**config.mk**
```make
export PLATFORM = sky130hd
export DESIGN_NAME = node_injector
export DESIGN_NICKNAME = d
export VERILOG_FILES = /design/src/rtl/node_injector.sv
export SDC_FILE = /design/constraint.sdc
export NUM_CORES = 1
export LEC_CHECK = 0
export CAP_MARGIN = 20
export CORE_ASPECT_RATIO = 1.5
export CORE_MARGIN = 2
export CORE_UTILIZATION = 35
export DETAILED_ROUTE_END_ITERATION = 10
export RECOVER_POWER = 100
export SYNTH_ARGS = -nofsm -noshare
export SYNTH_HDL_FRONTEND = slang
export SYNTH_SLANG_ARGS = --single-unit
```
**constraint.sdc**
```tcl
create_clock -name clk -period 3.24 [get_ports clk]
set_input_delay 0.648 -clock clk [delete_from_list [all_inputs] [get_ports clk]]
set_output_delay 0.648 -clock clk [all_outputs]
set_load 0.01 [all_outputs]
```
**src/rtl/node_injector.sv**
```systemverilog
// -----------------------------------------------------------------------------
// node_injector
//   Buffers words offered by a host in a small FIFO and replays them to a node
//   shiftIn*Data port as single-cycle strobes, with a programmable number of
//   idle cycles forced between consecutive strobes.
//
// Parameters
//   DEPTH : FIFO depth in words (power of two, >= 2)
//   GAP   : idle cycles between consecutive strobes (0..15)
//
// Ports
//   clk          : single clock, rising edge
//   reset        : synchronous, active-high
//   hostData     : word offered by the host
//   hostValid    : hostData valid this cycle
//   hostReady    : FIFO can accept a word this cycle (low while reset is high)
//   halt         : blocks launching a new strobe; FIFO keeps accepting words
//   shiftOutData : word presented to the node (registered)
//   shiftOutCS   : one-cycle strobe qualifying shiftOutData (registered)
//   count        : current FIFO occupancy
//   idle         : FSM in IDLE and FIFO empty
//
// Configuration macro
//   INJECTOR_HOLD_DATA_EN : when defined, shiftOutData holds the last sent
//                           word between strobes; otherwise it reads 0
//                           whenever shiftOutCS is low.
// -----------------------------------------------------------------------------
module node_injector #(
    parameter int DEPTH = 4,
    parameter int GAP   = 3
) (
    input  logic                         clk,
    input  logic                         reset,
    input  logic [31:0]                  hostData,
    input  logic                         hostValid,
    output logic                         hostReady,
    input  logic                         halt,
    output logic [31:0]                  shiftOutData,
    output logic                         shiftOutCS,
    output logic [$clog2(DEPTH+1)-1:0]   count,
    output logic                         idle
);

    localparam int PW = $clog2(DEPTH);
    localparam int CW = $clog2(DEPTH + 1);
    localparam logic [CW-1:0] DEPTH_C = CW'(DEPTH);
    localparam logic [3:0]    GAP_C   = 4'(GAP);

    typedef enum logic [1:0] {
        IDLE = 2'd0,
        SEND = 2'd1,
        HOLD = 2'd2
    } state_t;

    state_t          r_state;
    logic [31:0]     r_mem [DEPTH];
    logic [PW-1:0]   r_wptr;
    logic [PW-1:0]   r_rptr;
    logic [CW-1:0]   r_count;
    logic [3:0]      r_gap;
    logic [31:0]     r_data;
    logic            r_cs;

    logic            w_push;
    logic            w_can_launch;
    logic            w_launch;

    // Ready is a function of occupancy only; a pop in the same cycle does not
    // make room early. Reset forces it low so nothing is accepted.
    assign hostReady    = !reset && (r_count < DEPTH_C);
    assign w_push       = hostValid && hostReady;
    assign w_can_launch = (r_count != '0) && !halt;

    // A launch pops the head this edge and raises the strobe next cycle.
    // It is only allowed at the points where the FSM re-evaluates: from IDLE,
    // from SEND when there is no gap, or on the last gap cycle of HOLD.
    always_comb begin
        w_launch = 1'b0;
        case (r_state)
            IDLE:    w_launch = w_can_launch;
            SEND:    w_launch = (GAP_C == 4'd0) && w_can_launch;
            HOLD:    w_launch = (r_gap <= 4'd1) && w_can_launch;
            default: w_launch = 1'b0;
        endcase
    end

    // Storage needs no reset: contents are only read behind a valid count.
    always_ff @(posedge clk) begin
        if (w_push) begin
            r_mem[r_wptr] <= hostData;
        end
    end

    // Pointers wrap naturally because DEPTH is a power of two.
    always_ff @(posedge clk) begin
        if (reset) begin
            r_wptr  <= '0;
            r_rptr  <= '0;
            r_count <= '0;
        end else begin
            if (w_push)   r_wptr <= r_wptr + PW'(1);
            if (w_launch) r_rptr <= r_rptr + PW'(1);
            case ({w_push, w_launch})
                2'b10:   r_count <= r_count + CW'(1);
                2'b01:   r_count <= r_count - CW'(1);
                default: r_count <= r_count;
            endcase
        end
    end

    always_ff @(posedge clk) begin
        if (reset) begin
            r_state <= IDLE;
            r_gap   <= 4'd0;
            r_cs    <= 1'b0;
            r_data  <= '0;
        end else begin
            r_cs <= w_launch;
            if (w_launch) begin
                r_data <= r_mem[r_rptr];
            end else begin
`ifdef INJECTOR_HOLD_DATA_EN
                r_data <= r_data;
`else
                r_data <= '0;
`endif
            end

            case (r_state)
                IDLE: begin
                    if (w_launch) r_state <= SEND;
                end
                SEND: begin
                    if (GAP_C != 4'd0) begin
                        r_state <= HOLD;
                        r_gap   <= GAP_C;
                    end else begin
                        r_state <= w_launch ? SEND : IDLE;
                    end
                end
                HOLD: begin
                    r_gap <= r_gap - 4'd1;
                    // halt only matters here, at the end of the gap.
                    if (r_gap <= 4'd1) begin
                        r_state <= w_launch ? SEND : IDLE;
                    end
                end
                default: begin
                    r_state <= IDLE;
                    r_gap   <= 4'd0;
                end
            endcase
        end
    end

    assign shiftOutData = r_data;
    assign shiftOutCS   = r_cs;
    assign count        = r_count;
    assign idle         = (r_state == IDLE) && (r_count == '0);

endmodule

```
Word-level counts from Yosys, hierarchy flattened --
Memories as Yosys holds them, arrays and structs flattened. A register that Yosys moved wholly into a read port is not among the register bits. Cells that the tools add are included.
Word-level totals: memories kept 1, bits in registers 14, logic and storage cells 43, memory bits (writable) 128
Operators by class: magnitude comparators 2, reduce and logical (&&, ||, !) cells 13, mux-type cells 9, equality and inequality tests 6, $add $sub $neg 5, bitwise operators 1
Memories:
- r_mem | depth 4, bits a word 32, rd ports 1, clocked after memory_dff 1, wr ports 1, RTL line 56 | logic [31:0] r_mem [DEPTH];
Operator list (count):
- $pmux W4 S3 | 1
- $pmux W2 S3 | 1
- $pmux W3 S2 | 1
- $logic_and A1 B1 Y1 | 5
- $add A2 B1 Y2 const B | 2
- $eq A2 B1 Y1 const B | 2
- $eq A2 B2 Y1 const B | 2
- $le A4 B1 Y1 const B | 1
- $mux W2 | 2
- $ne A2 B2 Y1 const B | 2
- $sub A4 B1 Y4 const B | 1
- $add A3 B1 Y3 const B | 1
- $logic_not A3 Y1 | 1
- $lt A3 B3 Y1 const B | 1
- $mux W1 | 3
- $reduce_bool A3 Y1 | 1
- $sub A3 B1 Y3 const B | 1
- $logic_not A1 Y1 | 2
- $logic_not A2 Y1 | 1
- $pmux W1 S2 | 1
- $reduce_and A2 Y1 | 1
- $reduce_bool A2 Y1 | 1
- $reduce_or A2 Y1 | 1
- $not A1 Y1 | 1

Logic depth before layout (Yosys ltp) --
Gate-level depths: netlist (run 1).
word-level depth 7, mapped depth 11, gate-level depth less buffers 11

Worst setup path before layout (run 1) --
No wires, ideal clock.
path kind input port to flip-flop, start point input reset, end point register r_count[2] (netlist: count[2]), required time 3.169 ns, slack 0.777 ns, buffers on the path 1, stages on the path 10, data arrival time 2.393 ns, cell sequence clkbuf_1 -> nor2_1 -> and2_1 -> inv_1 -> ha_1 -> inv_1 -> fa_1 -> xor2_1 -> or3_1 -> a21oi_1
On the way: word-level cells in the longest chain between the ends 5, elaborated cells between the ends (all ways) 7, classes of those cells 2 x eq/ne; 1 x mux; 4 x reduce/logical
Ends and longest elaborated chain:
- start: declaration | RTL line 33 | input logic reset,
- $logic_not A1 Y1 * | RTL line 70 | assign hostReady = !reset && (r_count < DEPTH_C);
- $logic_and A1 B1 Y1 * | RTL line 70
- via hostReady | RTL line 36 | output logic hostReady,
- $logic_and A1 B1 Y1 * | RTL line 71 | assign w_push = hostValid && hostReady;
- $eq A2 B1 Y1 or $eq A2 B2 Y1 (tied branches) | RTL line 103 | case ({w_push, w_launch})
- $pmux W3 S2 or $reduce_bool A2 Y1 (tied branches)
- end signal: assignment | RTL line 104 | 2'b10: r_count <= r_count + CW'(1);
- end signal: assignment | RTL line 105 | 2'b01: r_count <= r_count - CW'(1);
- end signal: assignment | RTL line 106 | default: r_count <= r_count;
- end: declaration | RTL line 59 | logic [CW-1:0] r_count;
Mark *: on every way through the listed nets, which the timed path passes. The rest lies on a longest branch. A chain may end at the register's enable or synchronous reset.

Worst setup path in the final report (run 1) --
start point input reset, end point output hostReady
On the way: word-level cells in the longest chain between the ends 2
Ends and longest elaborated chain (RTL line):
- $logic_not A1 Y1 | 70
- $logic_and A1 B1 Y1 | 70
- end: declaration | 36
Every way passes these cells.

==> results of run 1 <==
## worst min-delay path by stage
stage                     cells past startpoint                    end                  start  slack, ns
after floorplan                               2  r_gap[1]$_SDFFE_PP0N_  r_gap[1]$_SDFFE_PP0N_       0.45
after global placement                        2  r_gap[1]$_SDFFE_PP0N_  r_gap[1]$_SDFFE_PP0N_       0.47
after detailed placement                      2  r_gap[1]$_SDFFE_PP0N_  r_gap[1]$_SDFFE_PP0N_       0.49
after CTS                                     2  r_gap[1]$_SDFFE_PP0N_  r_gap[1]$_SDFFE_PP0N_       0.49
after global routing                          2  r_gap[1]$_SDFFE_PP0N_  r_gap[1]$_SDFFE_PP0N_       0.53
final                                         2  r_gap[1]$_SDFFE_PP0N_  r_gap[1]$_SDFFE_PP0N_       0.49
## synth_stat cells, types with 5 or more instances
cell / number
a21oi_1: 7
nor2_1: 11
inv_1: 12
o21ai_0: 5
edfxtp_1: 128
dfxtp_1: 46
ha_1: 12
and3_1: 5
nor2b_2: 29
clkbuf_1: 7
nor2b_1: 5
nand2_1: 5
mux4_2: 32
## stage by stage
stage / hold slack (ns) / utilization
after floorplan: 0.454 / -
after CTS: 0.494 / 0.449
after detailed placement: 0.487 / 0.413
after global placement: 0.473 / 0.413
after global routing: 0.535 / 0.448
final: 0.486 / 0.448
## worst max-delay path: stages
cell and delay (ns):
dlygate4sd3_1 0.55, nor2_1 0.14, clkbuf_1 0.18, dlygate4sd3_1 0.63
## kinds of logic (layout without fill, tap and decap cells)
group,count (synthesis),after routing,synth area share
simple gates,71,71,0.0749
flops,174,174,0.741
buf+inv,27,125,0.0210
other cells,0,1,0
fa+ha+maj,13,13,0.0265
mux,33,33,0.114
xor+xnor,3,3,0.00409
compound gates,20,20,0.0191
## cells in the final DEF (no fill, tap or decap), types with 2 or more instances in the layout
| master | count |
|---|---|
| o31ai_1 | 2 |
| dfxtp_2 | 2 |
| nor2b_2 | 27 |
| nand2_1 | 5 |
| clkinv_2 | 4 |
| nand2b_1 | 3 |
| ha_1 | 12 |
| edfxtp_1 | 128 |
| clkbuf_1 | 2 |
| nor2_1 | 11 |
| bufinv_16 | 3 |
| mux4_2 | 32 |
| clkdlybuf4s50_1 | 3 |
| a21oi_1 | 7 |
| buf_4 | 3 |
| xor2_1 | 2 |
| clkbuf_16 | 19 |
| clkbuf_8 | 3 |
| dfxtp_1 | 44 |
| clkbuf_2 | 4 |
| and3_2 | 4 |
| nor3_1 | 3 |
| nor2b_1 | 7 |
| dlygate4sd3_1 | 70 |
| and2_0 | 2 |
| o21ai_0 | 5 |
| or3_1 | 2 |
| a22oi_1 | 2 |
| inv_1 | 12 |
## metal layers
layer	vias to the layer above	part of all wire	track usage
met5	-	0	0
met4	0	0.015	0.0509
met3	8	0.037	0.0413
met2	59	0.55	0.215
met1	1593	0.40	0.137
li1	1463	-	-
## power by group
group / switching, mW / internal (mW) / total, mW
clock network: 0.784 / 1.36 / 2.15
registers: 0.129 / 2.56 / 2.69
logic: 0.421 / 0.552 / 0.974
## flip-flops by register name, summed over array words and instances (netlist names)
register,cells
r_wptr,2
count,3
shiftOutCS,1
r_state,2
r_mem,128
r_gap,4
r_rptr,2
shiftOutData,32
## layout make-up
type / instances / area share
diodes: 1 / 0.000311
clock buffers: 23 / 0.0648
clock inverters: 9 / 0.0157
inverters: 12 / 0.00560
multi-input cells: 140 / 0.190
flip-flops and latches: 174 / 0.593
well taps: 217 / 0.0338
repair buffers: 81 / 0.0967
==> metrics.txt, run 1 <==
# TYPE chip_impl_metric gauge
chip_impl_metric{name="preCtsSetupSlack",unit="ns"} 0.340
chip_impl_metric{name="dr.first_iter.drc_count",unit=""} 165
chip_impl_metric{name="cts_resized",unit=""} 0
chip_impl_metric{name="number_of_distinct_library_cells_after_synthesis",unit=""} 37
chip_impl_metric{name="hold_buffers",unit=""} 0
chip_impl_metric{name="grt_overflow_total",unit=""} 0
chip_impl_metric{name="final_layout_size_suffix_gt1_frac",unit=""} 0.241
chip_impl_metric{name="core_region_area",unit="µm²"} 17900
chip_impl_metric{name="final.setup.tns",unit="ns"} 0
chip_impl_metric{name="drc",unit=""} 0
chip_impl_metric{name="layout.cells.non_filler",unit=""} 657
chip_impl_metric{name="vias_per_cell",unit=""} 4.75
chip_impl_metric{name="grt_start_max_net_pins",unit=""} 35
chip_impl_info{name="r2r_end",value="count[2]$_SDFFE_PP0P_"} 1
chip_impl_info{name="setup.worst_path.end_class",value="output port"} 1
chip_impl_metric{name="fraction_of_synthesis_flops_using_an_asynchronous_set_or_reset_pin",unit=""} 0
chip_impl_info{name="regToRegStartpoint",value="r_gap[0]$_SDFFE_PP0N_"} 1
chip_impl_metric{name="finalMaxSlewViolations",unit=""} 0
chip_impl_metric{name="maxClockFrequency",unit="GHz"} 0.357
chip_impl_info{name="rsz_0062_raised_after_global_routing",value="no"} 1
chip_impl_metric{name="via_count",unit=""} 3123
chip_impl_metric{name="dpl-instance-area",unit="µm²"} 7410
chip_impl_metric{name="area_of_all_sequential_standard_cells",unit="µm²"} 4770
chip_impl_metric{name="top_level_ports",unit=""} 74
chip_impl_metric{name="stdcell_area",unit="µm²"} 8040
chip_impl_metric{name="fin_worst_skew",unit="ns"} 0.00569
chip_impl_metric{name="layout_worst_path_cycle_share",unit=""} 0.864
chip_impl_metric{name="r2r_cells",unit=""} 11
chip_impl_metric{name="layout.filler_cells",unit=""} 1543
chip_impl_metric{name="r2r_setup_slack",unit="ns"} 0.68
chip_impl_metric{name="synth_seq_cells",unit=""} 174
chip_impl_info{name="ys_top_cells_by_area",value="edfxtp_1, dfxtp_1, mux4_2"} 1
chip_impl_metric{name="crit_arrival",unit="ns"} 2.15
chip_impl_info{name="setup_crit_end",value="hostReady"} 1
chip_impl_metric{name="irDropWorstVdd",unit="µV"} 390
chip_impl_metric{name="detail_route.wl_per_cell",unit="µm"} 16.9
chip_impl_metric{name="post_synthesis_instance_total",unit=""} 341
chip_impl_metric{name="clock_path_buffers",unit=""} 2
chip_impl_metric{name="cap_violations",unit=""} 0
chip_impl_metric{name="initial_core_util",unit=""} 0.358
chip_impl_metric{name="period_minus_slack",unit="ns"} 2.80
chip_impl_metric{name="critPathMaxFanout",unit=""} 5
chip_impl_metric{name="yosys_warnings",unit=""} 0
chip_impl_metric{name="postCtsSetupBuffers",unit=""} 0
chip_impl_metric{name="placed_cells",unit=""} 624
chip_impl_metric{name="detailedPlacementHpwl",unit="µm"} 6670
chip_impl_metric{name="synth-edff-count",unit=""} 128
chip_impl_metric{name="report.final.setup_viol",unit=""} 0
chip_impl_metric{name="antenna_found_initial",unit=""} 1
chip_impl_metric{name="slew_headroom",unit=""} 0.310
chip_impl_metric{name="dr.pass1.iters",unit=""} 4
chip_impl_metric{name="cts_inserted_buffers",unit=""} 17
chip_impl_info{name="synth_largest_area_cell",value="edfxtp_1"} 1
chip_impl_metric{name="finalWirelength",unit="µm"} 11100
chip_impl_metric{name="cts_htree_levels",unit=""} 4
chip_impl_metric{name="grtUsageTotal",unit=""} 0.124
chip_impl_metric{name="synth_fp_nets",unit=""} 390
chip_impl_metric{name="globalplace.congestion",unit=""} 0.688
chip_impl_info{name="worstSetupStartpointType",value="input port"} 1
chip_impl_metric{name="placementRows",unit=""} 60
chip_impl_metric{name="post_synth.cell_area_avg",unit="µm²"} 18.9
chip_impl_metric{name="ant_nets",unit=""} 0
chip_impl_metric{name="floorplan_die_height",unit="µm"} 170
chip_impl_metric{name="die_width",unit="µm"} 115
chip_impl_metric{name="global_route_wire_length_before_repair",unit="µm"} 17600
chip_impl_metric{name="synth.cell_area",unit="µm²"} 6430
chip_impl_metric{name="nNetsFinal",unit=""} 475
chip_impl_metric{name="first_global_vias",unit=""} 3345
chip_impl_metric{name="place.port_buffers",unit=""} 73
chip_impl_info{name="hold_path.class",value="reg2reg"} 1
chip_impl_metric{name="report.power.total",unit="mW"} 5.81
chip_impl_info{name="crit_type",value="in2out"} 1
chip_impl_metric{name="final_critical_path_setup_slack",unit="ns"} 0.440
chip_impl_info{name="cts_tree",value="done"} 1
chip_impl_metric{name="worst_skew_pair.late_latency",unit="ns"} 0.42
chip_impl_info{name="run_status",value="complete, no violations"} 1
chip_impl_info{name="cts.root.buffer_cell",value="clkbuf_16"} 1
chip_impl_metric{name="power.static_leakage",unit="nW"} 2.78
chip_impl_metric{name="power.density",unit="nW/µm²"} 723
chip_impl_metric{name="yosysSeqAreaShare",unit=""} 0.741
chip_impl_info{name="crit_path_start",value="reset"} 1
chip_impl_metric{name="area_growth",unit="%"} 25.0
chip_impl_info{name="synth_flop_cell",value="edfxtp_1"} 1
chip_impl_metric{name="synthDominantCellAreaShare",unit=""} 0.598
chip_impl_metric{name="report.final.hold_viol_count",unit=""} 0
chip_impl_metric{name="clock_sink_count",unit=""} 174
chip_impl_metric{name="crit_required",unit="ns"} 2.59
chip_impl_metric{name="multi_input_comb_area",unit="µm²"} 1530
chip_impl_metric{name="timing_worst_slew_pin_value",unit="ns"} 1.04
chip_impl_metric{name="die_area",unit="µm²"} 19500
chip_impl_metric{name="clkSlewWorstSetupHoldPaths",unit="ns"} 0.06
Note: power is estimated with default switching activity, not from simulation.
==> run 2, diff against run 1 <==
Settings changed: SETUP_SLACK_MARGIN set to 0.05.
==> results of run 2 <==
No change in the layout: final DEF, timing and power equal those of run 1.
==> run 3, diff against run 2 <==
Settings changed: ABC_AREA set to 1.
Clock period 3.24 ns to 2.59 ns, I/O delays scaled along.
==> run 3 against run 2 <==
First-iteration DRC count is 52% higher. Flip-flop and latch count unchanged. Sequential share of layout area is 0.49 points lower. Synthesized cell count up 57%. Core utilization fell by 0.75 points. Via count rose by 31%. Die area rose by 1.6%. Setup slack worse by 0.22 ns. Register-to-register slack worse by 0.30 ns. Global-route usage up 1.4 points. Clock skew grew 0.0066 ns. Critical path type is now reg2out. Critical endpoint is now idle. Largest cell class unchanged.
==> metrics.txt, run 3 <==
# TYPE chip_impl_metric gauge
chip_impl_metric{name="layout.cells.non_filler",unit=""} 881
chip_impl_metric{name="power_frac_clock",unit=""} 0.344
chip_impl_metric{name="r2r_cells",unit=""} 15
chip_impl_metric{name="synth_seq_cells",unit=""} 174
chip_impl_metric{name="yosys_warnings",unit=""} 0
chip_impl_info{name="synth_largest_area_cell",value="edfxtp_1"} 1
chip_impl_metric{name="clkSlewWorstSetupHoldPaths",unit="ns"} 0.07
chip_impl_metric{name="grtUsageTotal",unit=""} 0.138
chip_impl_metric{name="die_width",unit="µm"} 116
chip_impl_metric{name="postCtsSetupBuffers",unit=""} 0
chip_impl_metric{name="dr.first_iter.drc_count",unit=""} 251
chip_impl_metric{name="final.setup.tns",unit="ns"} 0
chip_impl_info{name="final_common_cell",value="nor2_1"} 1
chip_impl_info{name="most-common-layout-cells",value="nor2_1, edfxtp_1, dlygate4sd3_1"} 1
chip_impl_metric{name="final_core_utilization",unit=""} 0.441
chip_impl_metric{name="cts_inserted_buffers",unit=""} 17
chip_impl_metric{name="fin_worst_skew",unit="ns"} 0.0123
chip_impl_info{name="whs_endpoint",value="r_gap[1]$_SDFFE_PP0N_"} 1
chip_impl_metric{name="report.power.total",unit="mW"} 6.99
chip_impl_metric{name="final_critical_path_setup_slack",unit="ns"} 0.222
chip_impl_metric{name="post_synthesis_instance_total",unit=""} 535
chip_impl_metric{name="holdWs",unit="ns"} 0.471
chip_impl_info{name="rsz_0062_raised_after_global_routing",value="no"} 1
chip_impl_metric{name="clock_path_buffers",unit=""} 2
chip_impl_info{name="cts.root.buffer_cell",value="clkbuf_16"} 1
chip_impl_metric{name="crit_required",unit="ns"} 2.07
chip_impl_info{name="regToRegStartpoint",value="r_gap[0]$_SDFFE_PP0N_"} 1
chip_impl_metric{name="power_frac_comb",unit=""} 0.192
chip_impl_metric{name="area_growth",unit="%"} 24.0
chip_impl_metric{name="number_of_distinct_library_cells_after_synthesis",unit=""} 25
chip_impl_metric{name="initial_core_util",unit=""} 0.355
chip_impl_metric{name="synth.cell_area",unit="µm²"} 6540
chip_impl_metric{name="slew_headroom",unit=""} 0.0860
chip_impl_metric{name="stdcell_area",unit="µm²"} 8100
chip_impl_metric{name="maxClockFrequency",unit="GHz"} 0.422
chip_impl_metric{name="power.share.sequential",unit=""} 0.464
chip_impl_metric{name="detail_route.wl_per_cell",unit="µm"} 14.9
chip_impl_metric{name="core_region_area",unit="µm²"} 18400
chip_impl_info{name="cts_tree",value="done"} 1
chip_impl_metric{name="timing_worst_slew_pin_value",unit="ns"} 1.37
chip_impl_info{name="synth_flop_cell",value="edfxtp_1"} 1
chip_impl_metric{name="global_route_wire_length_before_repair",unit="µm"} 20600
chip_impl_metric{name="post_synth.cell_area_avg",unit="µm²"} 12.2
chip_impl_metric{name="power.static_leakage",unit="nW"} 2.95
chip_impl_metric{name="crit_arrival",unit="ns"} 1.85
chip_impl_metric{name="synth_fp_nets",unit=""} 584
chip_impl_metric{name="report.final.hold_viol_count",unit=""} 0
chip_impl_metric{name="synth-edff-count",unit=""} 128
chip_impl_metric{name="detailedPlacementHpwl",unit="µm"} 8030
chip_impl_info{name="r2r_end",value="count[2]$_SDFFE_PP0P_"} 1
chip_impl_metric{name="hold_buffers",unit=""} 0
chip_impl_info{name="hold_path_startpoint",value="r_gap[1]$_SDFFE_PP0N_"} 1
chip_impl_metric{name="first_global_vias",unit=""} 4169
chip_impl_metric{name="preCtsSetupSlack",unit="ns"} 0.185
chip_impl_metric{name="cts_htree_levels",unit=""} 4
chip_impl_metric{name="die_area",unit="µm²"} 19800
chip_impl_metric{name="power.density",unit="nW/µm²"} 863
chip_impl_info{name="post-synth-top-count-cell",value="nor2_1"} 1
chip_impl_metric{name="finalMaxSlewViolations",unit=""} 0
chip_impl_metric{name="dr.pass1.iters",unit=""} 5
chip_impl_info{name="run_status",value="complete, no violations"} 1
chip_impl_metric{name="globalplace.congestion",unit=""} 0.768
chip_impl_info{name="ys_top_cells_by_area",value="edfxtp_1, dfxtp_1, nor2_1"} 1
chip_impl_metric{name="fraction_of_synthesis_flops_using_an_asynchronous_set_or_reset_pin",unit=""} 0
chip_impl_metric{name="cap_violations",unit=""} 0
chip_impl_metric{name="dpl-instance-area",unit="µm²"} 7610
chip_impl_metric{name="cell_internal_pwr",unit="mW"} 5.00
chip_impl_metric{name="floorplan_die_height",unit="µm"} 171
chip_impl_metric{name="largest_register_ff_count",unit=""} 128
chip_impl_metric{name="irDropWorstVdd",unit="µV"} 303
chip_impl_metric{name="final_layout_size_suffix_gt1_frac",unit=""} 0.107
chip_impl_metric{name="grt_overflow_total",unit=""} 0
chip_impl_info{name="top_cells_by_instance_count_after_synthesis",value="nor2_1, edfxtp_1, dfxtp_1, o21ai_0"} 1
chip_impl_metric{name="critPathMaxFanout",unit=""} 7
chip_impl_metric{name="power.switching",unit="mW"} 1.99
chip_impl_metric{name="finalWirelength",unit="µm"} 13100
chip_impl_metric{name="clock_sink_count",unit=""} 174
chip_impl_metric{name="via_count",unit=""} 4094
chip_impl_metric{name="place.port_buffers",unit=""} 73
chip_impl_info{name="setup.worst_path.end_class",value="output port"} 1
chip_impl_metric{name="nNetsFinal",unit=""} 664
chip_impl_metric{name="ant_nets",unit=""} 0
chip_impl_metric{name="layout_worst_path_cycle_share",unit=""} 0.914
chip_impl_metric{name="placed_cells",unit=""} 847
chip_impl_metric{name="netSwitchingFraction",unit=""} 0.285
chip_impl_info{name="max_flop_register",value="r_mem"} 1
chip_impl_metric{name="yosysSeqAreaShare",unit=""} 0.729
chip_impl_metric{name="worst_skew_pair.late_latency",unit="ns"} 0.42
chip_impl_metric{name="cts_resized",unit=""} 0
chip_impl_metric{name="synthDominantCellAreaShare",unit=""} 0.588
chip_impl_info{name="hold_path.class",value="reg2reg"} 1
chip_impl_info{name="crit_type",value="reg2out"} 1
chip_impl_info{name="worstSetupStartpointType",value="flop"} 1
chip_impl_metric{name="hold_path_depth",unit=""} 2
chip_impl_metric{name="placementRows",unit=""} 61
chip_impl_metric{name="top_level_ports",unit=""} 74
chip_impl_metric{name="report.final.setup_viol",unit=""} 0
chip_impl_metric{name="grt_start_max_net_pins",unit=""} 67
chip_impl_metric{name="r2r_setup_slack",unit="ns"} 0.38
chip_impl_metric{name="period_minus_slack",unit="ns"} 2.37
chip_impl_metric{name="vias_per_cell",unit=""} 4.65
chip_impl_metric{name="drc",unit=""} 0
chip_impl_metric{name="antenna_found_initial",unit=""} 2
-- run 3: cell count changes after synthesis, moves of 4 or more --
cell / change
mux4_2: -32
and3_1: -5
o21ai_1: +29
buf_4: +4
a21oi_1: +22
a21oi_2: +13
nor2b_1: -5
nor2_1: +133
inv_1: +14
buf_2: +4
nand2_1: +14
nor2b_2: -29
o21ai_0: +38
-- run 3: how the worst max path moves through the flow --
stage	startpoint	end	slack, ns	depth (start not counted)
floorplan	reset	r_mem[0][0]$_DFFE_PP_	-0.29	4
global placement	halt	count[2]$_SDFFE_PP0P_	0.19	13
detailed placement	halt	count[2]$_SDFFE_PP0P_	0.18	13
CTS	r_state[0]$_SDFFE_PP0P_	idle	0.11	5
global route	r_gap[0]$_SDFFE_PP0N_	count[2]$_SDFFE_PP0P_	0.07	15
finish	r_state[0]$_SDFFE_PP0P_	idle	0.22	5
-- run 3: critical path, stage by stage (launching register included) --
cell             delay (ns)
dfxtp_1                0.34
inv_1                  0.11
ha_2                   0.28
inv_4                  0.05
nor2_1                 0.10
clkdlybuf4s50_1        0.54
-- run 3: layer usage --
metal  part of all wire  global-route usage
met5            0.00099                   0
met4              0.018              0.0576
met3              0.035              0.0310
met2               0.55               0.253
met1               0.40               0.150
-- run 3: power by group through the flow --
stage / combinational, mW / sequential (mW) / clock [mW]
6_report: 1.34 / 3.25 / 2.40
5_1_grt: 1.53 / 3.27 / 2.55
4_1_cts: 1.40 / 3.25 / 2.44
3_5_place_dp: 1.39 / 3.31 / 0
3_3_place_gp: 1.35 / 3.30 / 0
2_1_floorplan: 0.908 / 3.33 / 0
-- run 3: area by class of cell --
type,instances,area [µm²]
Tap cell,252,315
Inverter,31,121
Timing Repair Buffer,86,822
Fill cell,1633,10300
Sequential cell,174,4770
Clock buffer,18,429
Multi-Input combinational cell,305,1510
Clock inverter,14,133
Antenna cell,1,2.50
-- run 3: cells by family after synthesis --
kind of cell    synth area share
flops                      0.729
fa+ha+maj                 0.0260
xor+xnor                 0.00268
buf+inv                   0.0410
compound gates            0.0957
simple gates               0.106
